**src/rtl/neuron_mac_param.sv**
```systemverilog
// Sequential single-MAC neuron: bias + sum(x[k]*w[k] >>> FRAC_BITS), then ReLU, with a valid/ready handshake on both sides.
// Define NEURON_MAC_SAT_EN to clamp positive results; without it, y is the accumulator's low bits.
module neuron_mac_param #(
  parameter int DATA_WIDTH = 8,
  parameter int FRAC_BITS  = 4,
  parameter int N_INPUTS   = 4,
  parameter int ACC_WIDTH  = 2*DATA_WIDTH + $clog2(N_INPUTS) + 1
) (
  input  logic                           clk,
  input  logic                           rst,
  input  logic                           en,
  input  logic                           in_valid,
  output logic                           in_ready,
  input  logic [N_INPUTS*DATA_WIDTH-1:0] x_flat,
  input  logic                           w_wr_en,
  input  logic [$clog2(N_INPUTS+1)-1:0]  w_wr_addr,
  input  logic [DATA_WIDTH-1:0]          w_wr_data,
  output logic                           out_valid,
  input  logic                           out_ready,
  output logic [DATA_WIDTH-1:0]          y,
  output logic                           busy
);

  localparam int KW = (N_INPUTS > 1) ? $clog2(N_INPUTS) : 1;
  localparam int AW = $clog2(N_INPUTS+1);
  localparam logic [KW-1:0] KLAST = KW'(N_INPUTS-1);

  typedef enum logic [1:0] {IDLE, MAC, ACT, OUT} state_t;

  state_t                          state_q;
  logic [KW-1:0]                   k_q;
  logic signed [ACC_WIDTH-1:0]     acc_q;
  logic [N_INPUTS*DATA_WIDTH-1:0]  x_q;
  logic [DATA_WIDTH-1:0]           w_q [N_INPUTS];
  logic [DATA_WIDTH-1:0]           bias_q;
  logic [DATA_WIDTH-1:0]           y_q;
  logic                            outValid_q;

  logic signed [DATA_WIDTH-1:0]    xk, wk;
  logic signed [2*DATA_WIDTH-1:0]  prod, prodSh;
  logic signed [ACC_WIDTH-1:0]     macTerm_d;
  logic [DATA_WIDTH-1:0]           biasSel;
  logic signed [ACC_WIDTH-1:0]     biasExt_d;
  logic [DATA_WIDTH-1:0]           y_d;

  assign in_ready  = en && (state_q == IDLE);
  assign busy      = (state_q != IDLE);
  assign out_valid = outValid_q;
  assign y         = y_q;

  // Product term for channel k; arithmetic shift floors toward minus infinity.
  always_comb begin
    xk = '0;
    wk = '0;
    for (int i = 0; i < N_INPUTS; i++) begin
      if (k_q == KW'(i)) begin
        xk = x_q[i*DATA_WIDTH +: DATA_WIDTH];
        wk = w_q[i];
      end
    end
    prod      = xk * wk;
    prodSh    = prod >>> FRAC_BITS;
    macTerm_d = {{(ACC_WIDTH-2*DATA_WIDTH){prodSh[2*DATA_WIDTH-1]}}, prodSh};
  end

  // A bias written on the accept edge must already seed this job's accumulator.
  always_comb begin
    biasSel   = (w_wr_en && (w_wr_addr == AW'(N_INPUTS))) ? w_wr_data : bias_q;
    biasExt_d = {{(ACC_WIDTH-DATA_WIDTH){biasSel[DATA_WIDTH-1]}}, biasSel};
  end

  always_comb begin
    y_d = acc_q[DATA_WIDTH-1:0];
`ifdef NEURON_MAC_SAT_EN
    if (|acc_q[ACC_WIDTH-2:DATA_WIDTH-1]) y_d = {1'b0, {(DATA_WIDTH-1){1'b1}}};
`endif
    if (acc_q[ACC_WIDTH-1] || (acc_q == '0)) y_d = '0;
  end

  always_ff @(posedge clk or posedge rst) begin
    if (rst) begin
      state_q    <= IDLE;
      k_q        <= '0;
      acc_q      <= '0;
      x_q        <= '0;
      bias_q     <= '0;
      y_q        <= '0;
      outValid_q <= 1'b0;
      for (int i = 0; i < N_INPUTS; i++) w_q[i] <= '0;
    end else if (en) begin
      if ((state_q == IDLE) && w_wr_en) begin
        for (int i = 0; i < N_INPUTS; i++) begin
          if (w_wr_addr == AW'(i)) w_q[i] <= w_wr_data;
        end
        if (w_wr_addr == AW'(N_INPUTS)) bias_q <= w_wr_data;
      end
      case (state_q)
        IDLE: begin
          if (in_valid) begin
            x_q     <= x_flat;
            acc_q   <= biasExt_d;
            k_q     <= '0;
            state_q <= MAC;
          end
        end
        MAC: begin
          acc_q <= acc_q + macTerm_d;
          if (k_q == KLAST) begin
            k_q     <= '0;
            state_q <= ACT;
          end else begin
            k_q <= k_q + KW'(1);
          end
        end
        ACT: begin
          y_q        <= y_d;
          outValid_q <= 1'b1;
          state_q    <= OUT;
        end
        OUT: begin
          if (out_ready) begin
            outValid_q <= 1'b0;
            state_q    <= IDLE;
          end
        end
        default: state_q <= IDLE;
      endcase
    end
  end

endmodule
```
**config.mk**
```make
export PLATFORM = sky130hd
export DESIGN_NAME = neuron_mac_param
export DESIGN_NICKNAME = d
export VERILOG_FILES = /design/src/rtl/neuron_mac_param.sv
export SDC_FILE = /design/constraint.sdc
export NUM_CORES = 1
export LEC_CHECK = 0
export BUFFER_PORTS_ARGS = -buffer_cell sky130_fd_sc_hd__buf_2
export CAP_MARGIN = 5
export CORE_UTILIZATION = 60
export DETAILED_ROUTE_END_ITERATION = 7
export MAX_ROUTING_LAYER = met4
export PLACE_DENSITY = 0.85
export SYNTH_ARGS = -nofsm -noshare
export SYNTH_HDL_FRONTEND = slang
export SYNTH_SLANG_ARGS = --single-unit
```
**constraint.sdc**
```tcl
create_clock -name clk -period 18.1 [get_ports clk]
set_input_delay 3.62 -clock clk [delete_from_list [all_inputs] [get_ports clk]]
set_output_delay 3.62 -clock clk [all_outputs]
set_load 0.05 [all_outputs]
```
# Word-level counts from Yosys, hierarchy flattened
# Cells that the tools add are included.
# W data, S select, Z words.
dict set report op_classes {
  n_eq_ne 13
  n_reduce_logical 21
  n_mux 21
  mul 1
  add_sub_neg 2
}
# operator n
set ops {}
lappend ops {{$mux W8} 10}
lappend ops {{$pmux W19 S2} 1}
lappend ops {{$reduce_and A3 Y1} 8}
lappend ops {{$add A19 B12 Y19} 1}
lappend ops {{$logic_not A19 Y1} 1}
lappend ops {{$mux W19} 1}
lappend ops {{$mul A8 B8 Y16} 1}
lappend ops {{$mux W2} 5}
lappend ops {{$eq A2 B2 Y1 const B} 4}
lappend ops {{$pmux W2 S4} 1}
lappend ops {{$eq A3 B2 Y1 const B} 2}
lappend ops {{$ne A2 B2 Y1 const B} 3}
lappend ops {{$reduce_bool A2 Y1} 3}
lappend ops {{$eq A2 B1 Y1 const B} 2}
lappend ops {{$logic_not A2 Y1} 2}
lappend ops {{$pmux W2 S2} 1}
lappend ops {{$reduce_and A4 Y1} 1}
lappend ops {{$eq A3 B1 Y1 const B} 1}
lappend ops {{$eq A3 B3 Y1 const B} 1}
lappend ops {{$logic_and A1 B1 Y1} 3}
lappend ops {{$logic_not A3 Y1} 1}
lappend ops {{$add A2 B1 Y2 const B} 1}
lappend ops {{$pmux W1 S2} 1}
lappend ops {{$reduce_and A2 Y1} 1}
lappend ops {{2 further kinds} 2}
dict set report word_totals {
  input_bits 49
  elab_cells 69
  reg_bits 104
}

# Depth between registers and ports, before layout
dict set report depth {
  depth_word 8
  depth_mapped 38
  depth_no_buf 36
}

# Worst setup path before layout
# OpenSTA, ideal clock, no wires.
dict set report synth_timing {
  path_type {in2out}
  startpoint {in en}
  endpoint {out in_ready}
  n_path_buf 0
  setup_slack_ps 10446
  arrival_time_ps 4034
  stages 2
  path_cell_list {nand2_1 -> inv_1}
}
dict set report synth_via {
  elab_chain_len 1
}
# element line
set synth_lines {}
lappend synth_lines {{start: declaration} 11} ;# input logic en,
lappend synth_lines {{$logic_and A1 B1 Y1} 46} ;# assign in_ready = en && (state_q == IDLE);
lappend synth_lines {{end: declaration} 13} ;# output logic in_ready,
# Every way passes these cells.

# Final worst setup path
dict set report layout_timing {
  startpoint {reg k_q[1]}
  endpoint {reg acc_q[17]}
}
dict set report layout_via {
  elab_chain_len 8
  elab_cells_between_ends 15
  classes_between {add/sub: 1; mul: 1; eq/ne: 3; mux: 9; reduce/logical: 1}
}
# element line
set layout_lines {}
lappend layout_lines {{start: declaration} 31} ;# logic [KW-1:0] k_q;
lappend layout_lines {{start signal: assignment} 112} ;# k_q <= k_q + KW'(1);
lappend layout_lines {{$logic_not A2 Y1} 56} ;# if (k_q == KW'(i)) begin
lappend layout_lines {{$mux W8 (4 in series)} 56}
lappend layout_lines {{$mul A8 B8 Y16 *} 61} ;# prod = xk * wk;
lappend layout_lines {{$add A19 B12 Y19 *} 107} ;# acc_q <= acc_q + macTerm_d;
lappend layout_lines {{$pmux W19 S2 *} 97} ;# case (state_q)
lappend layout_lines {{end signal: assignment} 101} ;# acc_q <= biasExt_d;
lappend layout_lines {{end signal: assignment} 107}
lappend layout_lines {{end: declaration} 32} ;# logic signed [ACC_WIDTH-1:0] acc_q;
# Mark *: on every way between the ends. The rest lies on a longest branch, timed or not.
# A chain may end at the register's enable or synchronous reset.

==> results.py <==
metrics = {
    "logic_synthesis": {
        "ys_top_cells_by_count": "nor2_1 (119), dfrtp_1 (104), inv_1 (95)",
        "synth_most_common_cell": "nor2_1",
        "synth_nets": 988,
        "ys_seq_elements": 104,
        "synth.distinct_cells": 52,
        "synth_area_leaders": "dfrtp_1 (33%), fa_1 (14%), mux2_2 (10%)",
        "syn_area_per_cell_um2": 9.57,
        "synth-edff-count": 0,
        "netlist_area_um2": 7940,
        "synth_top_area_frac": 0.328,
        "synthFlopType": "dfrtp_1",
        "ys_seq_area_frac": 0.328,
        "syn-instance-count": 829,
        "yosysWarnings": 0,
        "synth_area_leader_cell": "dfrtp_1",
        "async_flop_share": 1.00,
    },
    "sta": {
        "fin_ws_ps": 9270,
        "maxSlewHeadroom": 0.261,
        "fin_crit_ps": 8830,
        "setup_violations": 0,
        "fin_setup_tns_ps": 0,
        "clock_skew_ps": 6.57,
        "clock.fmax_mhz": 113,
        "period_share": 0.488,
        "rsz0062_at_grt": "false",
        "hold_slack_ps": 497,
        "final_max_slew_viol_count": 0,
        "hold_viol": 0,
        "tightest_slew_ps": 1110,
    },
    "grt": {
        "first_global_vias": 6189,
        "grt-ovfl-total": 0,
        "grt_max_degree": 54,
        "grt_usage": 0.283,
        "antenna_found_initial": 0,
        "grt_pass1_wl_mm": 28.9,
    },
    "cts": {
        "post-cts-setup-buffers": 0,
        "ctsLongestPathBuffers": 2,
        "clock_insertion_delay_worst_skew_ps": 360,
        "post_cts_resized": 0,
        "cts_tree": "done",
        "holdBufCountCts": 0,
        "cts_htree_levels": 3,
        "cts_buffers": 9,
        "root_buffer": "clkbuf_16",
        "path_clk_slew_ps": 70,
        "cts_sinks": 104,
    },
    "layout": {
        "antennaDiodeCount": 0,
        "final_nets": 1040,
        "final_layout_size_suffix_gt1_frac": 0.195,
        "fill_cells": 941,
        "layoutNonFillerInstCount": 1058,
        "areaGrowthSynthToFinish_pct": 9.74,
    },
    "routing": {
        "via_per_inst": 5.64,
        "drt_wl_total_mm": 16.8,
        "drtAntennaViolNets": 0,
        "drtPass1Iterations": 5,
        "drc": 0,
        "wl_per_cell_um": 15.9,
        "vias": 5968,
        "drt_iter0_drc": 340,
    },
    "critical_path": {
        "arrival_ps": 9110,
        "path_common_cell": "a21oi_1",
        "max_stage_delay_ps": 900,
        "r2r_cells": 34,
        "cp_slowest_cell": "ha_1",
        "critPathKind": "reg -> reg",
        "r2r-start": "k_q[1]",
        "cp_max_fo": 32,
        "crit_path_end_kind": "flop",
        "cp.required_ps": 18380,
        "reg2reg_to": "acc_q[17]",
        "cp-start-kind": "flop",
        "r2r_slack_ps": 9270,
    },
    "hold_path": {
        "worstHoldEndpoint": "y[1]",
        "hp-class": "reg -> reg",
        "whs_path_depth": 1,
        "hold_start": "y[1]",
    },
    "floorplanning": {
        "start_util": 0.621,
        "fp-row-count": 41,
        "die_h_um": 117,
        "core_um2": 12800,
        "pin_count": 60,
        "die_area_um2": 13700,
        "die_width_um": 117,
    },
    "run_status": {
        "status": "finished, final reports clean",
    },
    "placed_design": {
        "dp_slack_ps": 9420,
        "place_inst": 1042,
        "post-dp-hpwl_mm": 12.9,
        "routabilityCongestion": 0.931,
        "io_buffer_count": 59,
    },
    "job": {
        "drv_cap": 0,
    },
}
==> flip-flops by register name, summed over array words and instances, names as in the netlist <==
signal and flops:
bias_q 8, state_q 2, k_q 2, out_valid 1
y 8, x_q 32, w_q 32, acc_q 19
==> worst max-delay path: cells and delay by family, from the launching register on <==
family | cells | cell delay, ps
xor gates and xnor gates | 1 | 140
adders and majority gates | 7 | 3580
and+or+nand+nor | 6 | 1080
AOI/OAI and AO/OA | 15 | 3210
DFF | 1 | 410
buffers and inverters | 5 | 300
==> metal layers <==
metal  track usage  up-vias  part of all wire  routed length [um]
met1         0.342     2901              0.44                7310
met3        0.0422       38             0.043                 727
met5             -        -                 0                   0
met2         0.491      150              0.50                8410
li1              -     2879                 -                   -
met4        0.0903        0             0.021                 348
==> cells in the final DEF, fill, tap and decap left out, types with 6 or more instances in the layout <==
cell,instances
a21o_1,8
mux2i_1,8
buf_4,6
nor3_1,8
dfrtp_1,104
a21oi_1,81
a22o_1,7
nor4_1,6
clkbuf_16,9
inv_1,94
nor2b_1,7
xor2_1,9
fa_1,55
or2_2,13
ha_1,55
o21ai_0,30
mux2_2,74
nand2_1,50
buf_2,59
nand3_1,7
xnor2_1,21
nor2_1,119
==> through the flow <==
stage,utilization,instance area (um^2)
after detailed placement,0.658,8400
after global routing,0.682,8710
after global placement,0.658,8400
final,0.682,8710
after CTS,0.682,8710
after floorplan,-,7940
==> cells by family after synthesis <==
kind of cell	after synthesis	share of synthesized area
DFF	104	0.328
adders and majority gates	110	0.225
muxes	82	0.115
AOI/OAI and AO/OA	156	0.115
xor gates and xnor gates	30	0.0331
and+or+nand+nor	228	0.127
buffers and inverters	119	0.0564
==> worst max-delay path by stage <==
stage                           end    from  slack (ps)  cells after the start
after detailed placement  acc_q[17]  k_q[1]        9420                     33
after floorplan            in_ready      en       10450                      2
after global routing      acc_q[17]  k_q[1]        8580                     33
after global placement    acc_q[17]  k_q[1]        9550                     33
after CTS                 acc_q[17]  k_q[1]        9350                     34
final                     acc_q[17]  k_q[1]        9270                     34
==> area by class of cell <==
class / instances / area, um^2 / area share
Clock buffer: 11 / 243 / 0.0279
Clock inverter: 5 / 63.8 / 0.00733
Inverter: 95 / 359 / 0.0412
Multi-Input combinational cell: 606 / 4890 / 0.561
Sequential cell: 104 / 2600 / 0.299
Tap cell: 172 / 215 / 0.0247
Timing Repair Buffer: 65 / 340 / 0.0391
Power is left out: the tool's default activity adds up to more than one toggle a clock period on the data nets, which glitch-free logic cannot reach.
